### src/rtl/vedic_seq_mul8_if.sv
// Handshake and operand/result bundle for the sequential 8x8 Vedic multiplier.
interface vedic_seq_mul8_if;
    logic        start;
    logic [7:0]  a;
    logic [7:0]  b;
    logic        busy;
    logic        done;
    logic [15:0] product;

    modport master (output start, output a, output b,
                    input busy, input done, input product);
    modport slave  (input start, input a, input b,
                    output busy, output done, output product);
endinterface

### src/rtl/vedic_seq_mul8.sv
// Sequential 8x8 unsigned multiplier built on one 2x2 Vedic (Urdhva) core.
// Sixteen digit-pair partial products are accumulated, one per clock.

// 2x2 Urdhva-Tiryagbhyam multiplier core.
module vedic_2_x_2_mul (
    input  logic [1:0] a,
    input  logic [1:0] b,
    output logic [3:0] p
);
    logic cross0;
    logic cross1;
    logic carry;

    // Vertical and crosswise products combined with half adders
    always_comb begin
        cross0 = a[1] & b[0];
        cross1 = a[0] & b[1];
        carry  = cross0 & cross1;
        p[0]   = a[0] & b[0];
        p[1]   = cross0 ^ cross1;
        p[2]   = (a[1] & b[1]) ^ carry;
        p[3]   = (a[1] & b[1]) & carry;
    end
endmodule

module vedic_seq_mul8 (
    input  logic               clk,
    input  logic               rst_n,
    vedic_seq_mul8_if.slave    bus
);
    typedef enum logic [1:0] {IDLE, CALC, DONE} state_t;

    state_t      state_q, state_d;
    logic [7:0]  a_q, a_d;
    logic [7:0]  b_q, b_d;
    logic [15:0] acc_q, acc_d;
    logic [3:0]  cnt_q, cnt_d;
    logic [15:0] product_q, product_d;

    logic [1:0]  dig_i;
    logic [1:0]  dig_j;
    logic [1:0]  a_dig;
    logic [1:0]  b_dig;
    logic [3:0]  pp;
    logic [3:0]  shamt;
    logic [15:0] acc_sum;

    vedic_2_x_2_mul u_core (
        .a (a_dig),
        .b (b_dig),
        .p (pp)
    );

    // Digit selection and the weighted partial-product accumulation for the current step
    always_comb begin
        dig_i   = cnt_q[1:0];
        dig_j   = cnt_q[3:2];
        a_dig   = a_q[{dig_i, 1'b0} +: 2];
        b_dig   = b_q[{dig_j, 1'b0} +: 2];
        shamt   = {({1'b0, dig_i} + {1'b0, dig_j}), 1'b0};
        acc_sum = acc_q + ({12'h000, pp} << shamt);
    end

    // State and datapath registers with asynchronous active-low clear
    always_ff @(posedge clk or negedge rst_n) begin
        if (!rst_n) begin
            state_q   <= IDLE;
            a_q       <= '0;
            b_q       <= '0;
            acc_q     <= '0;
            cnt_q     <= '0;
            product_q <= '0;
        end else begin
            state_q   <= state_d;
            a_q       <= a_d;
            b_q       <= b_d;
            acc_q     <= acc_d;
            cnt_q     <= cnt_d;
            product_q <= product_d;
        end
    end

    // Next-state logic: start only honoured from IDLE, sixteen steps in CALC
    always_comb begin
        state_d = state_q;
        case (state_q)
            IDLE:    if (bus.start) state_d = CALC;
            CALC:    if (cnt_q == 4'd15) state_d = DONE;
            DONE:    state_d = IDLE;
            default: state_d = IDLE;
        endcase
    end

    // Datapath next values: latch operands, step accumulator, publish product on the last step
    always_comb begin
        a_d       = a_q;
        b_d       = b_q;
        acc_d     = acc_q;
        cnt_d     = cnt_q;
        product_d = product_q;
        case (state_q)
            IDLE: begin
                if (bus.start) begin
                    a_d   = bus.a;
                    b_d   = bus.b;
                    acc_d = '0;
                    cnt_d = '0;
                end
            end
            CALC: begin
                acc_d = acc_sum;
                cnt_d = cnt_q + 4'd1;
                if (cnt_q == 4'd15) product_d = acc_sum;
            end
            default: ;
        endcase
    end

    // Outputs decoded from state; done is exactly the single DONE cycle
    always_comb begin
        bus.busy    = (state_q != IDLE);
        bus.done    = (state_q == DONE);
        bus.product = product_q;
    end
endmodule

### src/flat_wrapper.sv
// flat-port wrapper written by rule: the top's interface ports become plain ports
module vedic_seq_mul8_flat 
  (clk, rst_n, bus_start, bus_a, bus_b, bus_busy, bus_done, bus_product);
  vedic_seq_mul8_if bus_i ();
  input  logic clk;
  input  logic rst_n;
  input wire logic [$bits(bus_i.start)-1:0] bus_start;
  input wire logic [$bits(bus_i.a)-1:0] bus_a;
  input wire logic [$bits(bus_i.b)-1:0] bus_b;
  output wire logic [$bits(bus_i.busy)-1:0] bus_busy;
  output wire logic [$bits(bus_i.done)-1:0] bus_done;
  output wire logic [$bits(bus_i.product)-1:0] bus_product;
  assign bus_i.start = bus_start;
  assign bus_i.a = bus_a;
  assign bus_i.b = bus_b;
  assign bus_busy = bus_i.busy;
  assign bus_done = bus_i.done;
  assign bus_product = bus_i.product;
  vedic_seq_mul8 u_core (.clk(clk), .rst_n(rst_n), .bus(bus_i));
endmodule
### config.mk
export PLATFORM = sky130hd
export DESIGN_NAME = vedic_seq_mul8_flat
export DESIGN_NICKNAME = d
export VERILOG_FILES = /design/src/rtl/vedic_seq_mul8_if.sv /design/src/rtl/vedic_seq_mul8.sv /design/src/flat_wrapper.sv
export SDC_FILE = /design/constraint.sdc
export NUM_CORES = 1
export LEC_CHECK = 0
export ABC_AREA = 1
export CAP_MARGIN = 40
export CORE_MARGIN = 2
export CORE_UTILIZATION = 25
export DETAILED_ROUTE_END_ITERATION = 8
export HOLD_SLACK_MARGIN = 0.12
export PLACE_DENSITY = 0.43
export SYNTH_ARGS = -nofsm -noshare
export SYNTH_HDL_FRONTEND = slang
export SYNTH_SLANG_ARGS = --single-unit
### constraint.sdc
create_clock -name clk -period 3.7 [get_ports clk]
set_input_delay 0.74 -clock clk [delete_from_list [all_inputs] [get_ports clk]]
set_output_delay 0.74 -clock clk [all_outputs]
set_load 0.05 [all_outputs]
==> results.md <==
* Status: finished clean
* Max Fclk at 305 MHz
* First-pass DRT Iterations at 5
* Largest net degree at the start of global routing at 26
* Setup Skew at 4.33 ps
* Initial antenna violation count at 0
* Remaining antenna violation count at 0
* Die Ht at 123 microns
* Flop2flop setup slack at 430 ps
* Hold slack at 356 ps
* R2r endpoint: u_core.acc_q[8]$_DFFE_PN0P_
* RSZ-0062 raised after global routing: no
* Register area at 1350 sq um
* Critical Path End Type: flip-flop
* DRC viols at 0
* Reg2Reg Depth at 15
* Vias in the first global route at 3054
* Routability congestion estimate at 0.842
* Max stage delay cell, worst path: fa_1
* Final Power at 4.39 mW
* Pwr/cell area at 1030 nW/um^2
* Drt wl/cell at 12.7 microns
* Hold_buf cts at 0
* Hold/Removal Path Class: in -> async
* CP delay by family, top: adder cells
* Total GRT Usage at 13.2%
* Final net count at 567
* Die ar. at 15000 sq um
* Footprint of the multi-input gates at 1820 sq um
* Vias after detailed routing at 3020
* Max VDD drop at 0.369 mV
* Ant diodes at 0
* Period utilization at 88.5%
* Slew @ Worst Pin at 513 ps
* Seq cells post-synth at 54
* Unique masters post-synth at 36
* Worst-Skew Late Latency at 310 ps
* Syn_nets at 532
* H-tree Lvls at 2
* Startpoint types: flip-flop
* I/O pin cnt at 37
* Critical Path AT at 3480 ps
* Cell Area, Synth at 3510 sq um
* Initial DRC Count at 135
* Final Max Tran Viols at 0
* Critical path required time at 3900 ps
* Cell repeated most along the worst path: inv_1
* Clock transition at path regs at 70 ps
* FILL cells at 1530
* Clock Path Buffers at 2
* Hold Violations, Final at 0
* Post-CTS Setup Bufs at 0
* Setup Total Neg Slack at 0 ps
* Synth-to-Final Area Change at 20.8%
* Via density at 4.27
* Total of max-cap violations at 0
* Detail Placement HPWL at 6800 microns
* Synthesized area per cell at 7.15 sq um
* Yosys warning count at 0
* Clock sink count at 54
* Die Wd at 123 microns
* Root Buffer: clkbuf_16
* Core area at 13800 sq um
* Num CTS Buffers at 5
* Standard-cell rows at 43
* CTS tree: yes
* Setup violators final at 0
* Crit path kind: reg -> reg
* Critical path's largest stage delay at 620 ps
* First-pass GRT wire length at 15200 microns
* Share of post-route cells with drive strength above 1 at 7.59%
* Slew headroom at 65.7%
* R2R Path Start: u_core.cnt_q[0]$_DFFE_PN0P_
* Largest fanout on the critical path at 10
* Final min period at 3270 ps
* WL final at 8950 microns
* Seq/Total Area, Yosys at 38.5%
* Util after Layout at 30.8%
* Initial Utilization at 25.5%
* Syn Inst Count at 491
* Critical path, cell by cell: ha_1, inv_1, fa_1, inv_1, nor4_1, ha_1, inv_1, fa_1, inv_1, nand3_1, nand3_1, a21oi_1, or2_1, nand3_1, nand2_1
* Port Buffer Count at 36
* Gr ovfl total at 0
* Worst Path Buf+Inv at 4
* Leak pwr at 2.21 nW
registers in the layout, summed over array words and instances (netlist names):
register,count
u_core.b_q,8
u_core.acc_q,16
u_core.state_q,2
u_core.bus.product,16
u_core.a_q,8
u_core.cnt_q,4
worst max-delay path by stage:
stage,start,endpoint,slack [ps],depth (start not counted)
after floorplan,u_core.cnt_q[0]$_DFFE_PN0P_,u_core.bus.product[8]$_DFFE_PN0P_,790,16
after global placement,u_core.cnt_q[0]$_DFFE_PN0P_,u_core.acc_q[8]$_DFFE_PN0P_,410,15
after detailed placement,u_core.cnt_q[0]$_DFFE_PN0P_,u_core.acc_q[8]$_DFFE_PN0P_,280,15
after CTS,u_core.cnt_q[0]$_DFFE_PN0P_,u_core.acc_q[8]$_DFFE_PN0P_,280,15
after global routing,u_core.cnt_q[0]$_DFFE_PN0P_,u_core.acc_q[8]$_DFFE_PN0P_,110,15
final,u_core.cnt_q[0]$_DFFE_PN0P_,u_core.acc_q[8]$_DFFE_PN0P_,430,15
power by group:
part / switching [mW] / leakage (nW) / internal, mW
Combinational: 1.74 / 1.45 / 0.916
Clock: 0.239 / 0.0971 / 0.407
Sequential: 0.203 / 0.660 / 0.882
Total: 2.18 / 2.21 / 2.21
what timing repair did:
action,4_1_cts,5_1_grt
setup endpoints to repair,0,1
gates resized for setup,0,1
hold endpoints to repair,0,0
final cells by class:
cell class | count | area share (%)
Clock inverter | 2 | 1.42
Timing Repair Buffer | 39 | 9.20
Tap cell | 180 | 5.31
Inverter | 64 | 5.90
Sequential cell | 54 | 31.9
Multi-Input combinational cell | 362 | 43.0
Clock buffer | 6 | 3.27
cells in the final DEF (no fill, tap or decap), drive strengths merged:
cell / n
nor3: 3
xnor2: 2
o22ai: 4
nor2: 36
o21ai: 16
nand4: 2
clkdlybuf4s50: 35
buf: 4
clkbuf: 6
or2: 5
nand2: 215
xor2: 2
ha: 20
dfrtp: 54
inv: 63
clkinv: 1
a31oi: 1
nand3b: 3
a32o: 2
nor4: 1
bufinv: 2
nand3: 39
a21oi: 9
fa: 2
layer usage:
metal	up-vias	wire length (microns)	global-route usage, %
met2	41	3770	20.1
met5	-	0	0
li1	1606	-	-
met1	1367	4730	18.6
met3	6	332	3.07
met4	0	116	3.95
cell families after synthesis:
logic type	after synthesis	share of synthesized area, %
AND/OR/NAND/NOR	304	37.0
buffers and inverters	75	9.55
flip-flops	54	38.5
AO/OA/AOI/OAI	32	5.67
adder cells (fa/ha/maj)	22	8.27
XOR/XNOR	4	0.998
Yosys cell counts (all sizes together):
cell / n / area share (%)
nand3b: 3 / 0.64
o22ai: 4 / 0.71
nand2: 215 / 24
nand4: 2 / 0.53
nor4: 1 / 0.18
a21oi: 9 / 1.3
nor3: 3 / 0.43
ha: 20 / 7.1
fa: 2 / 1.1
o21ai: 16 / 2.9
or2: 5 / 0.96
nor2: 36 / 4.9
buf: 10 / 2.3
inv: 63 / 7.0
xor2: 2 / 0.50
a32o: 2 / 0.57
dfrtp: 54 / 38
a31oi: 1 / 0.18
clkbuf: 1 / 0.14
nand3: 39 / 5.6
xnor2: 2 / 0.50
clkinv: 1 / 0.11
through the flow:
| stage | instances | worst slack [ps] | area, sq um |
|---|---|---|---|
| 6_report | 707 | 426 | 4240 |
| 5_1_grt | 707 | 107 | 4240 |
| 4_1_cts | 707 | 277 | 4240 |
| 3_5_place_dp | 699 | 280 | 4040 |
| 3_3_place_gp | 698 | 406 | 4020 |
| 2_1_floorplan | 491 | 786 | 3510 |
worst register-to-register path, delay by kind of cell, from the launching register on:
family | cells | cell delay (ps)
fa+ha+maj | 4 | 1410
simple gates | 6 | 880
flops | 1 | 480
buf+inv | 4 | 330
compound gates | 1 | 100
No activity file was read; power rests on OpenSTA's default activity.
